===== config.mk =====
export PLATFORM = sky130hd
export DESIGN_NAME = miller_decoder
export DESIGN_NICKNAME = d
export VERILOG_FILES = /design/src/rtl/miller_decoder.sv
export SDC_FILE = /design/constraint.sdc
export NUM_CORES = 1
export LEC_CHECK = 0
export ABC_AREA = 1
export CAP_MARGIN = 10
export CORE_UTILIZATION = 30
export CTS_CLUSTER_SIZE = 10
export DETAILED_ROUTE_END_ITERATION = 10
export PLACE_DENSITY = 0.46
export SYNTH_ARGS = -nofsm -noshare
export SYNTH_HDL_FRONTEND = slang
export SYNTH_SLANG_ARGS = --single-unit

===== constraint.sdc =====
create_clock -name clk -period 1.5 [get_ports clk]
set_input_delay 0.225 -clock clk [delete_from_list [all_inputs] [get_ports clk]]
set_output_delay 0.225 -clock clk [all_outputs]
set_load 0.05 [all_outputs]

===== src/rtl/miller_decoder.sv =====
// Miller line decoder: synchronises the serial line, tracks bit phase from edges,
// and delivers one valid-pulsed NRZ bit per bit period with frame framing pulses.
module miller_decoder #(
   parameter int CLK_PER_BIT = 16,
   parameter int FRAME_BITS  = 8,
   parameter int TOL         = 3
) (
   input  logic clk,
   input  logic rst_n,
   input  logic Miller_BitIn,
   output logic Bit_in,
   output logic Bit_in_valid,
   output logic frame_start,
   output logic frame_done,
   output logic frame_err
);

   localparam int HALF     = CLK_PER_BIT / 2;
   localparam int PH_W     = $clog2(CLK_PER_BIT);
   localparam int IDLE_W   = $clog2(2 * CLK_PER_BIT + 1);

   localparam logic [PH_W-1:0]   PH_ONE     = PH_W'(1);
   localparam logic [PH_W-1:0]   PH_LAST    = PH_W'(CLK_PER_BIT - 1);
   localparam logic [PH_W-1:0]   MID_LO     = PH_W'(HALF - TOL);
   localparam logic [PH_W-1:0]   MID_HI     = PH_W'(HALF + TOL);
   localparam logic [PH_W-1:0]   MID_RESYNC = PH_W'(HALF + 1);
   localparam logic [PH_W-1:0]   LATE_HI    = PH_W'(TOL);
   localparam logic [PH_W-1:0]   EARLY_LO   = PH_W'(CLK_PER_BIT - TOL);
   localparam logic [IDLE_W-1:0] IDLE_MAX   = IDLE_W'(2 * CLK_PER_BIT);
   localparam logic [7:0]        LAST_BIT   = 8'(FRAME_BITS - 1);

   typedef enum logic [1:0] {HUNT, ARMED, START, DATA} state_t;

   state_t            state;
   logic              sync1, sync2, prev;
   logic [PH_W-1:0]   ph;
   logic [IDLE_W-1:0] idle_cnt;
   logic [7:0]        bit_cnt;
   logic              mid_seen;

   logic              line_edge;
   logic              rise;
   logic              is_mid, is_late, is_early, is_last;
   logic              emit, bad, mid_nxt;
   logic [PH_W-1:0]   ph_nxt;

   always_ff @(posedge clk or negedge rst_n) begin
      if (!rst_n) begin
         sync1 <= 1'b0;
         sync2 <= 1'b0;
         prev  <= 1'b0;
      end else begin
         sync1 <= Miller_BitIn;
         sync2 <= sync1;
         prev  <= sync2;
      end
   end

   assign line_edge = sync2 ^ prev;
   assign rise      = line_edge & sync2;

   assign is_mid   = (ph >= MID_LO) && (ph <= MID_HI);
   assign is_late  = (ph <= LATE_HI);
   assign is_early = (ph >= EARLY_LO);
   assign is_last  = (ph == PH_LAST);

   // Every accepted edge re-anchors ph, so tolerance applies edge-to-edge
   // and jitter never accumulates across a frame.
   always_comb begin
      emit    = 1'b0;
      bad     = 1'b0;
      mid_nxt = mid_seen;
      ph_nxt  = is_last ? '0 : ph + PH_ONE;
      if (line_edge) begin
         if (is_mid) begin
            if (mid_seen) bad = 1'b1;
            mid_nxt = 1'b1;
            ph_nxt  = MID_RESYNC;
         end else if (is_late) begin
            ph_nxt = PH_ONE;
         end else if (is_early) begin
            emit   = 1'b1;
            ph_nxt = PH_ONE;
         end else begin
            bad = 1'b1;
         end
      end else if (is_last) begin
         emit = 1'b1;
      end
   end

   always_ff @(posedge clk or negedge rst_n) begin
      if (!rst_n) begin
         state        <= HUNT;
         ph           <= '0;
         idle_cnt     <= '0;
         bit_cnt      <= '0;
         mid_seen     <= 1'b0;
         Bit_in       <= 1'b0;
         Bit_in_valid <= 1'b0;
         frame_start  <= 1'b0;
         frame_done   <= 1'b0;
         frame_err    <= 1'b0;
      end else begin
         Bit_in_valid <= 1'b0;
         frame_start  <= 1'b0;
         frame_done   <= 1'b0;
         frame_err    <= 1'b0;
         case (state)
            HUNT: begin
               if (line_edge || sync2)    idle_cnt <= '0;
               else if (idle_cnt != IDLE_MAX) idle_cnt <= idle_cnt + 1'b1;
               if (idle_cnt == IDLE_MAX) state <= ARMED;
            end
            ARMED: begin
               // idle_cnt only grows while the line is low, so the first edge here is a rise
               if (rise) begin
                  ph       <= PH_ONE;
                  mid_seen <= 1'b0;
                  state    <= START;
               end
            end
            START, DATA: begin
               if (bad) begin
                  frame_err <= 1'b1;
                  idle_cnt  <= '0;
                  state     <= HUNT;
               end else begin
                  ph       <= ph_nxt;
                  mid_seen <= emit ? 1'b0 : mid_nxt;
                  if (emit) begin
                     if (state == START) begin
                        if (mid_seen) begin
                           frame_err <= 1'b1;
                           idle_cnt  <= '0;
                           state     <= HUNT;
                        end else begin
                           frame_start <= 1'b1;
                           bit_cnt     <= '0;
                           state       <= DATA;
                        end
                     end else begin
                        Bit_in       <= mid_seen;
                        Bit_in_valid <= 1'b1;
                        bit_cnt      <= bit_cnt + 1'b1;
                        if (bit_cnt == LAST_BIT) begin
                           frame_done <= 1'b1;
                           idle_cnt   <= '0;
                           state      <= HUNT;
                        end
                     end
                  end
               end
            end
            default: state <= HUNT;
         endcase
      end
   end

endmodule


==> results of run 1 <==
[logic make-up (layout without fill, tap and decap cells)]
| family | count (synthesis) | count (layout) | share of synthesized area [%] |
|---|---|---|---|
| adder cells (fa/ha/maj) | 8 | 8 | 5.638 |
| AND/OR/NAND/NOR | 128 | 128 | 36.29 |
| flip-flops | 29 | 29 | 40.87 |
| buffers and inverters | 26 | 76 | 5.708 |
| XOR/XNOR | 7 | 7 | 3.453 |
| AO/OA/AOI/OAI | 23 | 23 | 8.034 |
[cell usage after synthesis (all sizes together)]
cell type   n
nand3b      1
dfrtp      29
nand3      19
inv        22
o21bai      2
a22oi       1
nor2       29
o22ai       1
clkinv      1
nand2      64
ha          8
o21ai      13
xnor2       2
nor3        6
buf         2
a21oi       6
nand4       7
nor4        2
clkbuf      1
xor2        5
[cell type report]
class                   instances  area [sq um]
inverters                      23         93.84
fillers                       585          3157
clock inverters                 2         10.01
flip-flops and latches         29         725.7
repair inverters                1         5.005
repair buffers                 44         380.4
multi-input cells             166          1074
well taps                      72         90.09
clock buffers                   6         72.57
[registers in the layout (all words and copies together) (netlist names), 2 cells and up]
register	flops
idle_cnt	6
ph	4
state	2
bit_cnt	8
[stage by stage]
stage / worst slack (ns) / TNS, ns
floorplan: -0.1168 / -0.7219
global placement: -0.1663 / -2.141
detailed placement: -0.1935 / -2.427
CTS: -0.1504 / -2.227
global route: -0.2770 / -5.516
finish: -0.1555 / -2.617
[path summary, 6_finish.rpt]
path / start / end / slack [ns] / depth (start not counted)
setup / recovery: ph[0] / ph[2] / -0.16 / 12
max in group asynchronous: rst_n / mid_seen / 0.85 / 2
hold / removal: rst_n / idle_cnt[0] / 0.35 / 2
setup reg to reg: ph[0] / ph[2] / -0.16 / 12
min in group clk: sync1 / sync2 / 0.35 / 0
hold reg to reg: sync1 / sync2 / 0.35 / 0
[power groups by stage]
stage | Sequential [mW] | Clock, mW | Combinational (mW)
detailed placement | 0.806 | 0 | 0.0874
CTS | 0.791 | 0.658 | 0.0868
finish | 0.791 | 0.622 | 0.0856
global route | 0.791 | 0.699 | 0.0972
floorplan | 0.807 | 0 | 0.0416
global placement | 0.806 | 0 | 0.0876
[routing by layer]
metal	part of all wire [%]	vias up	GRT usage (%)
met5	0	-	0
met3	2.8	2	3.793
met4	0.55	0	4.909
li1	-	815	-
met1	51	734	19.69
met2	46	17	24.35
[repair_timing]
| item | 4_1_cts | 5_1_grt |
|---|---|---|
| hold endpoints to repair | 0 | 0 |
| hold buffers | 0 | 0 |
| setup buffers | 4 | 2 |
| pin swaps | 12 | 10 |
| gates resized for setup | 9 | 17 |
| endpoints found under the setup margin | 23 | 26 |
| cloned | 1 | 0 |
==> impl_results.md, run 1 <==
- NetSw: 0.3544 mW
- Synth Cell Area: 1775 sq um
- Setup Skew: 0.003213 ns
- Hold_ws: 0.3454 ns
- Post-route insts no fill: 343
- Avg WL per Cell: 12.18 um
- H-tree levels: 2
- Worst-path clk slew: 0.07 ns
- Slew @ Worst Pin: 0.4348 ns
- Post-Route WL: 4177 um
- Starting Density: 31.66%
- Tcrit/Tclk final: 110.4%
- Residual DRC: 0
- Peak Freq: 604.1 MHz
- First-pass GRT wire length: 7148 um
- Hpwl dp: 2832 um
- Crit-path cells: inv_2, ha_4, nand2_4, nand2_4, nand2_4, nor2_4, nand2_4, buf_4, nand2_4, nand2_4, a21oi_2, nor2_1
- Std cell rows: 27
- Post-synth cell types: 31
- Max-cap viol count: 0
- Nets: 281
- Worst path required time: 1.67 ns
- Static Leak: 1.202 nW
- Final core occ: 43.71%
- Setup ws final: -0.1555 ns
- Finished Cell Area: 2451 sq um
- CTS tree: built
- N_diodes: 0
- # clock sinks: 29
- Area leader, netlist: dfrtp_1
- Overflow left after global routing: 0
- DRT iter0 DRCs: 58
- Syn_area_per_cell: 8.034 sq um
- Root Driver: clkbuf_8
- Pwr Density: 611.3 nW/um^2
- DP Area: 2201 sq um
- Final setup fails: 24
- Critical Path Fanout Max: 7
- Endpoints failing hold: 0
- CP arrival: 1.82 ns
- I/O pin count: 8
- Outcome: complete, but fails checks
- Die Area: 6230 sq um
- P_int: 1.144 mW
- Layout area overhead: 38.05%
- CP peak stage delay: 0.43 ns
- Overall via count from detail_route: 1568
- Cells after DPL: 328
- Worst Hold Class: in2async
- Min cycle time layout: 1.655 ns
- Sequential power share: 52.8%
- Vias per std cell: 4.571
- Synth area leaders: dfrtp_1 41%, nand2_1 12%, ha_1 5.6%
- Vias in the first global route: 1523
- CP Launch Type: register
- Most frequent cells in the layout: 53 x nand2_1, 37 x buf_4, 29 x dfrtp_1, 23 x nor2_1, 17 x inv_1
- RSZ-0062 raised after global routing: true
- Num CTS Buffers: 5
- TritonRoute pass-1 iters: 4
- Clock Path Buffers: 2
- Initial antenna violation count: 0
- Final total power: 1.498 mW
- Crit Path Class: reg2reg
- Switching share of power: 23.65%
- Sequential area share after synthesis: 40.87%
- Commonest non-fill, non-tap cell in the layout: nand2_1
- Largest net degree at the start of global routing: 30
- Comb power frac: 5.7%
- CP Buf/Inv Count: 2
- Rel. slew slack: 70.79%
- Port Buffers: 7
- Crit end category: register
- Skew-Pair Late Insertion Delay: 0.28 ns
- Critical path's slowest cell: dfrtp_1
- Peak VDD IR: 0.4452 mV
- Cell mode on critical path: nand2_4
- Chip width: 78.93 um
- Routability cong.: 0.7574
- Die H: 78.93 um
- Kind of cell adding the most delay to the critical path: simple AND/OR/NAND/NOR gates
- Failing checks: setup timing
- Max Transition Viols Final: 0
- DRT antenna net count: 0
- Yosys reg bits: 29
- Core area: 5608 sq um
- Share of layout cells above drive strength 1: 34.32%
- Gr usage total: 15.08%
- Synth top area share: 40.87%
- Syn Nets: 232
- Mapped Cells: 221
- Clock power frac: 41.5%
- Total number of yosys warnings: 0
No activity file was read; power rests on OpenSTA's default activity.
==> inputs of run 2 (changes only) <==
DONT_BUFFER_PORTS = 1   (was unset)
PLACE_DENSITY = 0.44   (was 0.46)
==> impl_results.md, run 2 (same netlist as run 1, synthesis figures left out) <==
- Number of flip-flops in the largest register: 8
- Vias per std cell: 4.503
- DRT iter0 DRCs: 43
- Pre-CTS setup slack: -0.2061 ns
- Worst Hold Class: reg2reg
- Top flop regs: bit_cnt x8, idle_cnt x6, ph x4
- Die H: 78.93 um
- Comb power frac: 5.7%
- Setup TNS Final: -2.480 ns
- First-pass GRT wire length: 7072 um
- DRT antenna net count: 0
- Hpwl dp: 2758 um
- Gr usage total: 14.71%
- Share of layout cells above drive strength 1: 35.07%
- Crit Path Class: reg2reg
- Core area: 5608 sq um
- Worst-path clk slew: 0.06 ns
- Tcrit/Tclk final: 110.8%
- Switching share of power: 20.62%
- Failing checks: setup timing
- Vias in the first global route: 1508
- P_int: 1.373 mW
- Std cell rows: 27
- Finished Cell Area: 2476 sq um
- Avg WL per Cell: 11.63 um
- Min cycle time layout: 1.662 ns
- CP Launch Type: register
- Layout area overhead: 39.46%
- Routability cong.: 0.7528
- Endpoints failing hold: 0
- Outcome: complete, but fails checks
- Cell mode on critical path: nand2_4
- Static Leak: 1.194 nW
- CP arrival: 1.83 ns
- Port Buffers: 0
- Post-Route WL: 3954 um
- Final total power: 1.729 mW
- Chip width: 78.93 um
- Initial antenna violation count: 0
- Skew-Pair Late Insertion Delay: 0.28 ns
- Final setup fails: 23
- Critical Path Fanout Max: 8
- Reg2reg setup slack: -0.16 ns
- Commonest non-fill, non-tap cell in the layout: nand2_1
- Overall via count from detail_route: 1531
- # clock sinks: 29
- Overflow left after global routing: 0
- N_diodes: 0
- Die Area: 6230 sq um
- DP Area: 2146 sq um
- Most flops, register: bit_cnt
- Crit-path cells: inv_2, ha_4, nand2_4, nand2_4, nand2_4, nor2_4, nand2_4, buf_6, nand3_4, nand3_4, nand2_1, nand2_1
- Setup Skew: 0.007160 ns
- Slew @ Worst Pin: 0.4742 ns
- Nets: 278
- Clock power frac: 48.5%
- Kind of cell adding the most delay to the critical path: simple AND/OR/NAND/NOR gates
- Peak Freq: 601.7 MHz
- CP Buf/Inv Count: 2
- Setup ws final: -0.1619 ns
- Rel. slew slack: 68.38%
- Clock Path Buffers: 2
- Most frequent cells in the layout: 47 x nand2_1, 33 x buf_4, 28 x dfrtp_1, 24 x nor2_1, 16 x inv_1
- Num CTS Buffers: 5
- Critical path's slowest cell: dfrtp_2
- CP peak stage delay: 0.44 ns
- Peak VDD IR: 0.5473 mV
- CTS tree: built
- Largest net degree at the start of global routing: 30
- H-tree levels: 2
- Sequential power share: 45.8%
- Pwr Density: 698.4 nW/um^2
- Residual DRC: 0
- Max-cap viol count: 0
- Max Transition Viols Final: 0
- Crit end category: register
- I/O pin count: 8
- TritonRoute pass-1 iters: 4
- Worst path required time: 1.67 ns
- NetSw: 0.3565 mW
- Starting Density: 31.66%
- RSZ-0062 raised after global routing: true
- Root Driver: clkbuf_8
==> run 2: changes by cell type in the layout (fill, tap and decap cells not counted), moves of 3 or more <==
cell,change
buf_4,-4
clkinv_2,-3
nand2_1,-6
nand2_2,+5
nand3_1,+3
nand3_2,-3
==> run 2: worst paths after layout <==
check	start	endpoint	cells after the start
max in group asynchronous	rst_n	ph[0]	2
hold / removal	sync1	sync2	0
hold reg to reg	sync1	sync2	0
setup / recovery	ph[0]	idle_cnt[1]	12
setup reg to reg	ph[0]	idle_cnt[1]	12
min in group asynchronous	rst_n	idle_cnt[4]	2
==> run 2: through the flow <==
stage | cells | util, % | hold WS, ns
global route | 340 | 44.15 | 0.3721
detailed placement | 323 | 38.26 | -0.06933
global placement | 323 | 38.26 | -0.06941
CTS | 337 | 41.86 | 0.3645
finish | 340 | 44.15 | 0.3596
floorplan | 221 | - | -0.07059
==> run 2: what timing repair did <==
item / 4_1_cts / 5_1_grt
gates cloned: 1 / 0
endpoints found under the hold margin: 30 / 0
gates resized for setup: 7 / 28
hold buffers: 3 / 0
buffers inserted: 2 / 3
endpoints found under the setup margin: 23 / 26
pin swaps: 8 / 15
==> run 2: power by group through the flow <==
stage	clock, mW	sequential [mW]	combinational (mW)
after detailed placement	0	0.806	0.0639
after global routing	0.896	0.792	0.110
after CTS	0.870	0.791	0.0926
after floorplan	0	0.807	0.0416
after global placement	0	0.806	0.0650
final	0.839	0.791	0.0994
==> run 2: final cells by class <==
class	count	area [sq um]
Clock buffer	7	86.33
Sequential cell	29	726.9
Multi-Input combinational cell	166	1087
Timing Repair Buffer	41	352.8
Timing Repair inverter	1	8.758
Tap cell	72	90.09
Fill cell	582	3132
Clock inverter	1	30.03
Inverter	23	93.84
==> run 2: layer usage <==
metal / GRT usage [%] / share of wire [%] / up-vias
met3: 3.333 / 2.6 / 5
li1: - / - / 812
met5: 0 / 0 / -
met1: 19.24 / 50 / 701
met4: 5.455 / 1.1 / 0
met2: 23.65 / 47 / 13
